**src/rtl/pepe_pkg.sv**
```systemverilog
// Shared types and sizing for the operand-issue stage and its scoreboard.
package pepe_pkg;

    localparam int unsigned DATA_W    = 64;
    localparam int unsigned NREG      = 32;
    localparam int unsigned REG_IDX_W = $clog2(NREG);
    localparam int unsigned ZERO_REG  = 31;

    typedef logic [REG_IDX_W-1:0] reg_idx_t;
    typedef logic [DATA_W-1:0]    data_t;

endpackage

```
**src/rtl/operand_issue_scoreboard.sv**
```systemverilog
// Per-register pending-write bits with set, writeback-clear and flush-clear ports.
module operand_issue_scoreboard
    import pepe_pkg::*;
#(
    parameter int unsigned NReg    = NREG,
    parameter int unsigned ZeroReg = ZERO_REG
) (
    input  logic                    clk_i,
    input  logic                    rst_ni,
    input  logic                    set_i,
    input  logic [$clog2(NReg)-1:0] set_idx_i,
    input  logic                    clr_i,
    input  logic [$clog2(NReg)-1:0] clr_idx_i,
    input  logic                    fclr_i,
    input  logic [$clog2(NReg)-1:0] fclr_idx_i,
    input  logic [$clog2(NReg)-1:0] rn_idx_i,
    input  logic [$clog2(NReg)-1:0] rm_idx_i,
    input  logic [$clog2(NReg)-1:0] rd_idx_i,
    output logic                    rn_pend_o,
    output logic                    rm_pend_o,
    output logic                    rd_pend_o
);

    localparam int unsigned IdxW = $clog2(NReg);
    localparam logic [IdxW-1:0] ZeroIdx = IdxW'(ZeroReg);

    logic [NReg-1:0] pending_q, pending_d;

    // Set is applied last so a new writer wins over a same-cycle clear.
    always_comb begin
        pending_d = pending_q;
        if (clr_i) begin
            pending_d[clr_idx_i] = 1'b0;
        end
        if (fclr_i) begin
            pending_d[fclr_idx_i] = 1'b0;
        end
        if (set_i) begin
            pending_d[set_idx_i] = 1'b1;
        end
        pending_d[ZeroIdx] = 1'b0;
    end

    always_ff @(posedge clk_i or negedge rst_ni) begin
        if (!rst_ni) begin
            pending_q <= '0;
        end else begin
            pending_q <= pending_d;
        end
    end

    assign rn_pend_o = pending_q[rn_idx_i];
    assign rm_pend_o = pending_q[rm_idx_i];
    assign rd_pend_o = pending_q[rd_idx_i];

endmodule

```
**src/rtl/operand_issue.sv**
```systemverilog
// Operand fetch/issue stage: regfile read, RAW/WAW stall, registered valid/ready issue.
// Define PEPE_WB_BYPASS_EN to forward same-cycle writeback data into the operands.
module operand_issue
    import pepe_pkg::*;
#(
    parameter int unsigned DataW   = DATA_W,
    parameter int unsigned NReg    = NREG,
    parameter int unsigned ZeroReg = ZERO_REG
) (
    input  logic                    clk_i,
    input  logic                    rst_ni,
    input  logic                    in_valid_i,
    output logic                    in_ready_o,
    input  logic [$clog2(NReg)-1:0] in_rn_i,
    input  logic [$clog2(NReg)-1:0] in_rm_i,
    input  logic [$clog2(NReg)-1:0] in_rd_i,
    input  logic                    in_uses_rn_i,
    input  logic                    in_uses_rm_i,
    input  logic                    in_writes_rd_i,
    output logic [$clog2(NReg)-1:0] rf_rreg1_o,
    output logic [$clog2(NReg)-1:0] rf_rreg2_o,
    input  logic [DataW-1:0]        rf_rdata1_i,
    input  logic [DataW-1:0]        rf_rdata2_i,
    input  logic                    wb_valid_i,
    input  logic [$clog2(NReg)-1:0] wb_reg_i,
    input  logic [DataW-1:0]        wb_data_i,
    input  logic                    flush_i,
    output logic                    out_valid_o,
    input  logic                    out_ready_i,
    output logic [DataW-1:0]        out_op1_o,
    output logic [DataW-1:0]        out_op2_o,
    output logic [$clog2(NReg)-1:0] out_rd_o,
    output logic                    out_writes_rd_o
);

    localparam int unsigned IdxW = $clog2(NReg);
    localparam logic [IdxW-1:0] ZeroIdx = IdxW'(ZeroReg);

    logic            rn_pend, rm_pend, rd_pend;
    logic            rn_res, rm_res;
    logic            hazard, issue, set_en, fclr_en;
    logic [DataW-1:0] op1_sel, op2_sel;

    logic            out_valid_q, out_valid_d;
    logic [DataW-1:0] out_op1_q, out_op1_d;
    logic [DataW-1:0] out_op2_q, out_op2_d;
    logic [IdxW-1:0] out_rd_q, out_rd_d;
    logic            out_writes_rd_q, out_writes_rd_d;

    assign rf_rreg1_o = in_rn_i;
    assign rf_rreg2_o = in_rm_i;

`ifdef PEPE_WB_BYPASS_EN
    assign rn_res = wb_valid_i && (wb_reg_i == in_rn_i) && (in_rn_i != ZeroIdx);
    assign rm_res = wb_valid_i && (wb_reg_i == in_rm_i) && (in_rm_i != ZeroIdx);
`else
    assign rn_res = 1'b0;
    assign rm_res = 1'b0;
`endif

    // Zero register overrides both the bypass and the regfile value.
    always_comb begin
        op1_sel = rn_res ? wb_data_i : rf_rdata1_i;
        op2_sel = rm_res ? wb_data_i : rf_rdata2_i;
        if (in_rn_i == ZeroIdx) begin
            op1_sel = '0;
        end
        if (in_rm_i == ZeroIdx) begin
            op2_sel = '0;
        end
    end

    assign hazard = (in_uses_rn_i && rn_pend && !rn_res)
                 || (in_uses_rm_i && rm_pend && !rm_res)
                 || (in_writes_rd_i && rd_pend);

    assign in_ready_o = rst_ni && !hazard && !flush_i && (!out_valid_q || out_ready_i);
    assign issue      = in_valid_i && in_ready_o;
    assign set_en     = issue && in_writes_rd_i && (in_rd_i != ZeroIdx);
    // A flushed writer's writeback never arrives, so release its destination.
    assign fclr_en    = flush_i && out_valid_q && out_writes_rd_q;

    always_comb begin
        out_valid_d     = out_valid_q;
        out_op1_d       = out_op1_q;
        out_op2_d       = out_op2_q;
        out_rd_d        = out_rd_q;
        out_writes_rd_d = out_writes_rd_q;
        if (issue) begin
            out_valid_d     = 1'b1;
            out_op1_d       = op1_sel;
            out_op2_d       = op2_sel;
            out_rd_d        = in_rd_i;
            out_writes_rd_d = in_writes_rd_i;
        end else if (flush_i || out_ready_i) begin
            out_valid_d = 1'b0;
        end
    end

    always_ff @(posedge clk_i or negedge rst_ni) begin
        if (!rst_ni) begin
            out_valid_q     <= 1'b0;
            out_op1_q       <= '0;
            out_op2_q       <= '0;
            out_rd_q        <= ZeroIdx;
            out_writes_rd_q <= 1'b0;
        end else begin
            out_valid_q     <= out_valid_d;
            out_op1_q       <= out_op1_d;
            out_op2_q       <= out_op2_d;
            out_rd_q        <= out_rd_d;
            out_writes_rd_q <= out_writes_rd_d;
        end
    end

    assign out_valid_o     = out_valid_q;
    assign out_op1_o       = out_op1_q;
    assign out_op2_o       = out_op2_q;
    assign out_rd_o        = out_rd_q;
    assign out_writes_rd_o = out_writes_rd_q;

    operand_issue_scoreboard #(
        .NReg    (NReg),
        .ZeroReg (ZeroReg)
    ) u_sb (
        .clk_i      (clk_i),
        .rst_ni     (rst_ni),
        .set_i      (set_en),
        .set_idx_i  (in_rd_i),
        .clr_i      (wb_valid_i),
        .clr_idx_i  (wb_reg_i),
        .fclr_i     (fclr_en),
        .fclr_idx_i (out_rd_q),
        .rn_idx_i   (in_rn_i),
        .rm_idx_i   (in_rm_i),
        .rd_idx_i   (in_rd_i),
        .rn_pend_o  (rn_pend),
        .rm_pend_o  (rm_pend),
        .rd_pend_o  (rd_pend)
    );

endmodule
```
**config.mk**
```make
export PLATFORM = sky130hd
export DESIGN_NAME = operand_issue
export DESIGN_NICKNAME = d
export VERILOG_FILES = /design/src/rtl/pepe_pkg.sv /design/src/rtl/operand_issue_scoreboard.sv /design/src/rtl/operand_issue.sv
export SDC_FILE = /design/constraint.sdc
export NUM_CORES = 1
export LEC_CHECK = 0
export CORE_AREA = 2 2 144 146
export DETAILED_ROUTE_END_ITERATION = 6
export DIE_AREA = 0 0 146 148
export DONT_BUFFER_PORTS = 1
export HOLD_SLACK_MARGIN = 0.05
export PLACE_DENSITY = 0.55
export SYNTH_ARGS = -nofsm -noshare
export SYNTH_HDL_FRONTEND = slang
export SYNTH_SLANG_ARGS = --single-unit
export TNS_END_PERCENT = 5
```
**constraint.sdc**
```tcl
create_clock -name clk_i -period 8.2 [get_ports clk_i]
set_input_delay 1.23 -clock clk_i [delete_from_list [all_inputs] [get_ports clk_i]]
set_output_delay 1.23 -clock clk_i [all_outputs]
set_load 0.03 [all_outputs]
```
* Yosys cells after proc, flatten, opt, wreduce, memory -nomap -nowiden
Cells that the tools add are included.
Storage, ports and cells: register bits 166, output and inout bits 146, input port bits 221, logic and storage cells 63
Cells by class: mux-type cells 19, $lt $le $gt $ge 8, reduce and logical (&&, ||, !) cells 22, equality and inequality tests 3, bitwise operators 5
Operators with widths (count):
- two-way mux 64 bit | 2
- two-way mux 31 bit | 3
- AND 31 bit | 2
- NOT 31 bit | 2
- bitwise OR 31 bit | 1
- < comparator 5 x 6 -> 1 bit (second input constant) | 5
- binary-select mux 1 bit (select 5 bit) | 3
- demux 1 bit (select 5 bit) | 3
- greater-or-equal comparator 5 x 1 -> 1 bit (second input constant) | 3
- logical AND 1 bit | 14
- equality test 5 bit (second input constant) | 2
- two-way mux 1 bit | 8
- != test 5 bit (second input constant) | 1
- logical OR 1 bit | 4
- zero test 1 bit | 3
- nonzero test 2 bit | 1

* Logic depth before layout (Yosys ltp)
depth in word-level cells 13, gate-level depth with buffers 10

* Modules after synthesis
Synthesis repeated with hierarchy kept, for this count alone.
Second synthesis, totals: cells, all modules 851, area total of the unflattened synthesis 8816.0 µm²
By module, submodules not included:
- operand_issue | seq. area each 3384.5 µm², instances 1, area an instance 6253.5 µm², cells each 588
- operand_issue_scoreboard | seq. area each 775.7 µm², instances 1, area an instance 2562.5 µm², cells each 263

* Worst setup path after synthesis
Ideal clock, no wire load.
path type in2out, from input port in_rd_i[1], to output port in_ready_o, data required time 6.970 ns, arrival time 3.660 ns, cell stages on the path 7, slack 3.310 ns, path through clkbuf_1 > mux2i_1 > o22ai_1 > or4_1 > a21oi_1 > o21ai_0 > a221oi_1
Between the ends: longest elaborated chain between the ends 8
RTL lines:
- start: declaration | RTL line operand_issue.sv:16 | input logic [$clog2(NReg)-1:0] in_rd_i,
- binary-select mux 1 bit (select 5 bit) | RTL line operand_issue_scoreboard.sv:54 | assign rd_pend_o = pending_q[rd_idx_i];
- two-way mux 1 bit (not written as such) | RTL line operand_issue_scoreboard.sv:54
- logical AND 1 bit | RTL line operand_issue.sv:75 | || (in_writes_rd_i && rd_pend);
- logical OR 1 bit | RTL line operand_issue.sv:75
- zero test 1 bit | RTL line operand_issue.sv:77 | assign in_ready_o = rst_ni && !hazard && !flush_i && (!out_valid_q || out_ready_i);
- logical AND 1 bit (3 in a row) | RTL line operand_issue.sv:77
- end: declaration | RTL line operand_issue.sv:13 | output logic in_ready_o,
Every way passes these cells. The select of a mux whose other input is x is not followed.

* Worst setup path after layout
from input port in_rd_i[2], to output port in_ready_o
Same word-level chain as after synthesis.

==> metrics.cfg <==
[timing]
tns_ns=0
setup_viol_count_final=0
worst_slack_ns=3.39
period_minus_slack_ns=4.81
finalCritPeriodShare=0.587
skew_ns=0.0113
hold_viol=0
drv_slew=0
worstMarginPinSlew_ns=1.13
rsz0062_at_grt=no
slew_headroom=0.247
clock.fmax_mhz=208

[cts]
ctsResizeCount=0
cts_hold_buf=0
post_cts_buffers=0
cts_buffer_depth=2
root_buffer=clkbuf_16
cts_tree=yes
worstSkewPairLatency_ns=0.42
cts.clk_slew.worst_paths_ns=0.07
cts_max_level=4
cts-buffers-inserted=17
clkSinkCount=166

[global_routing]
grt_overflow=0
grt_first_pass_wirelength_mm=34.8
grt_pass1_vias=6340
grt_max_degree=168
antenna_found_initial=0
grt_usage=0.206

[floorplan]
io_pins=367
fp.coreArea_mm2=0.0200
start_util=0.426
die_w_um=146
placementRows=52
die_h_um=148
die_area_mm2=0.0216

[pwr]
p_per_area_mw_per_mm2=293
cellLeakagePower_nw=4.38
peakVddDrop_mv=0.122

[setup_path]
cp-start-kind=primary input
path_buf_inv=0
endpoint_kind=output pin
cp.required_ns=6.97
arrival_ns=3.58
slowest_stage=a221oi_1
crit_chain=or3b_2 -> o22ai_1 -> or4_1 -> a21oi_1 -> o21ai_0 -> a221oi_1
worstSetupPathType=in2out
critical-path-top-delay-family=compound AO/OA/AOI/OAI gates
cp_max_fo=9
cp_slowest_stage_delay_ns=0.85

[routing]
wl_per_cell_um=21.0
first_iter_violations=414
vias_per_cell=5.55
drcViolationCount=0
wl_met3_mm=2.50
met1_length_mm=8.12
wirelength_mm=22.4
dr_wl_met2_mm=11.3
ant_nets=0
num_vias=5934
top_layer_used=met4
dr.pass1.iters=5

[synthesis]
synth.distinct_cells=44
ys_seq_area_frac=0.487
post-synth-top-area-cell=dfrtp_1
synth_area_per_cell_um2=10.5
muxShareOfSynthArea=0.221
async_flop_share=1.00
ys_warn_count=0
synth_top_area_frac=0.472
synth_edf_count=0
syn_nets=1038
ys.flop_type=dfrtp_1
synth_area_mm2=0.00854
synth_fa_ha_area_frac=0
synth_top_family_by_area=multiplexers
synth_area_leaders=dfrtp_1, mux2i_1, nand2_1, inv_1, mux4_2
ys_seq_elements=166
synthSimpleGateAreaFrac=0.108
synth_compound_area_frac=0.0762
synth_cells=817
synth-xor-area-share=0

[run_status]
status=completed

[final_layout]
utilization=0.452
diodes=0
fin_nets=1007
drive_gt1_frac=0.0939
area_delta_synth_final_pct=6.17

[placed_design]
place_congestion=0.901
place_hpwl_mm=15.2
dp_slack_ns=3.41
port_buffers=0

[job]
maxCapViolations=0

[hold_path]
min_path_type=in2async

[flip-flops by register name, summed over array words and instances (netlist names)]
| register | count |
|---|---|
| out_op1_o | 64 |
| out_op2_o | 64 |
| out_rd_o | 5 |
| out_valid_o | 1 |
| out_writes_rd_o | 1 |
| u_sb.pending_q | 31 |
[path summary, 6_finish.rpt]
check	endpoint	cells after the start	start	slack (ns)
min reg2reg	u_sb.pending_q[12]	2	u_sb.pending_q[12]	0.60
max in group asynchronous	out_rd_o[1]	0	rst_ni	7.32
max reg2reg	out_rd_o[4]	7	u_sb.pending_q[18]	4.69
max	in_ready_o	6	in_rd_i[2]	3.39
min in group clk_i	u_sb.pending_q[12]	2	u_sb.pending_q[12]	0.60
min	out_op1_o[18]	0	rst_ni	0.50
[synth_stat cells (all sizes together), types with 4 or more instances]
master and instances:
dfrtp 161, mux2i 150, nand2 138, inv 134, buf 30, o21ai 26, clkbuf 23, o221ai 21
nor2 18, mux4 14, nand3b 14, nand3 10, o22ai 10, a21o 7, o221a 7, mux2 6
or3b 6, dfstp 5, nor2b 4
[cell usage in the layout, fill, tap and decap left out, types with 2 or more instances in the layout]
master | synthesis | layout
a21o_1 | 7 | 7
a21oi_1 | 2 | 2
and3_1 | 2 | 2
buf_4 | 15 | 2
clkbuf_1 | 23 | 3
clkbuf_16 | 0 | 17
clkinv_2 | 0 | 2
clkinvlp_4 | 0 | 3
dfrtp_1 | 161 | 161
dfstp_2 | 5 | 5
inv_1 | 134 | 134
inv_6 | 0 | 3
inv_8 | 0 | 2
mux2_2 | 6 | 6
mux2i_1 | 150 | 150
mux4_2 | 14 | 14
nand2_1 | 138 | 138
nand2b_1 | 3 | 3
nand3_1 | 10 | 8
nand3_2 | 0 | 2
nand3b_1 | 14 | 14
nor2_1 | 18 | 18
nor2b_1 | 4 | 4
nor3_1 | 2 | 2
o2111ai_1 | 3 | 3
o211ai_1 | 2 | 2
o21ai_0 | 26 | 26
o21bai_1 | 2 | 2
o221a_2 | 7 | 7
o221ai_1 | 21 | 21
o22ai_1 | 10 | 10
or3_1 | 3 | 3
or3b_2 | 6 | 6
or4_1 | 2 | 2
[layout make-up]
type                            instances  area, µm²
Multi-Input combinational cell        464       3470
Sequential cell                       166       4160
Fill cell                            1924      11000
Clock inverter                         12        120
Tap cell                              270        338
Timing Repair Buffer                    3       35.0
Inverter                              134        503
Clock buffer                           20        437
[report_power, final]
group / switching, mW / internal (mW)
logic: 0.156 / 0.149
registers: 0.560 / 1.02
clock network: 0.348 / 0.425
total: 1.06 / 1.59
[kinds of logic (layout without fill, tap and decap cells)]
group / after synthesis / count (layout)
buffers and inverters: 187 / 169
and+or+nand+nor: 206 / 206
AOI/OAI and AO/OA: 88 / 88
muxes: 170 / 170
DFF: 166 / 166
[metrics by stage]
step	power [mW]	hold WS [ns]	cells	instance area [µm²]
final	2.65	0.497	1069	9070
after global routing	2.79	0.462	1069	9070
after CTS	2.68	0.476	1069	9070
after detailed placement	1.90	0.590	1037	8510
after global placement	1.87	0.574	1037	8510
after floorplan	1.80	0.540	817	8540
[metal layers]
metal	GRT usage	vias to the layer above
met5	0	-
met1	0.234	2881
met2	0.350	347
li1	-	2658
met4	0.0757	0
met3	0.0836	48
Note: power is estimated with default switching activity, not from simulation.
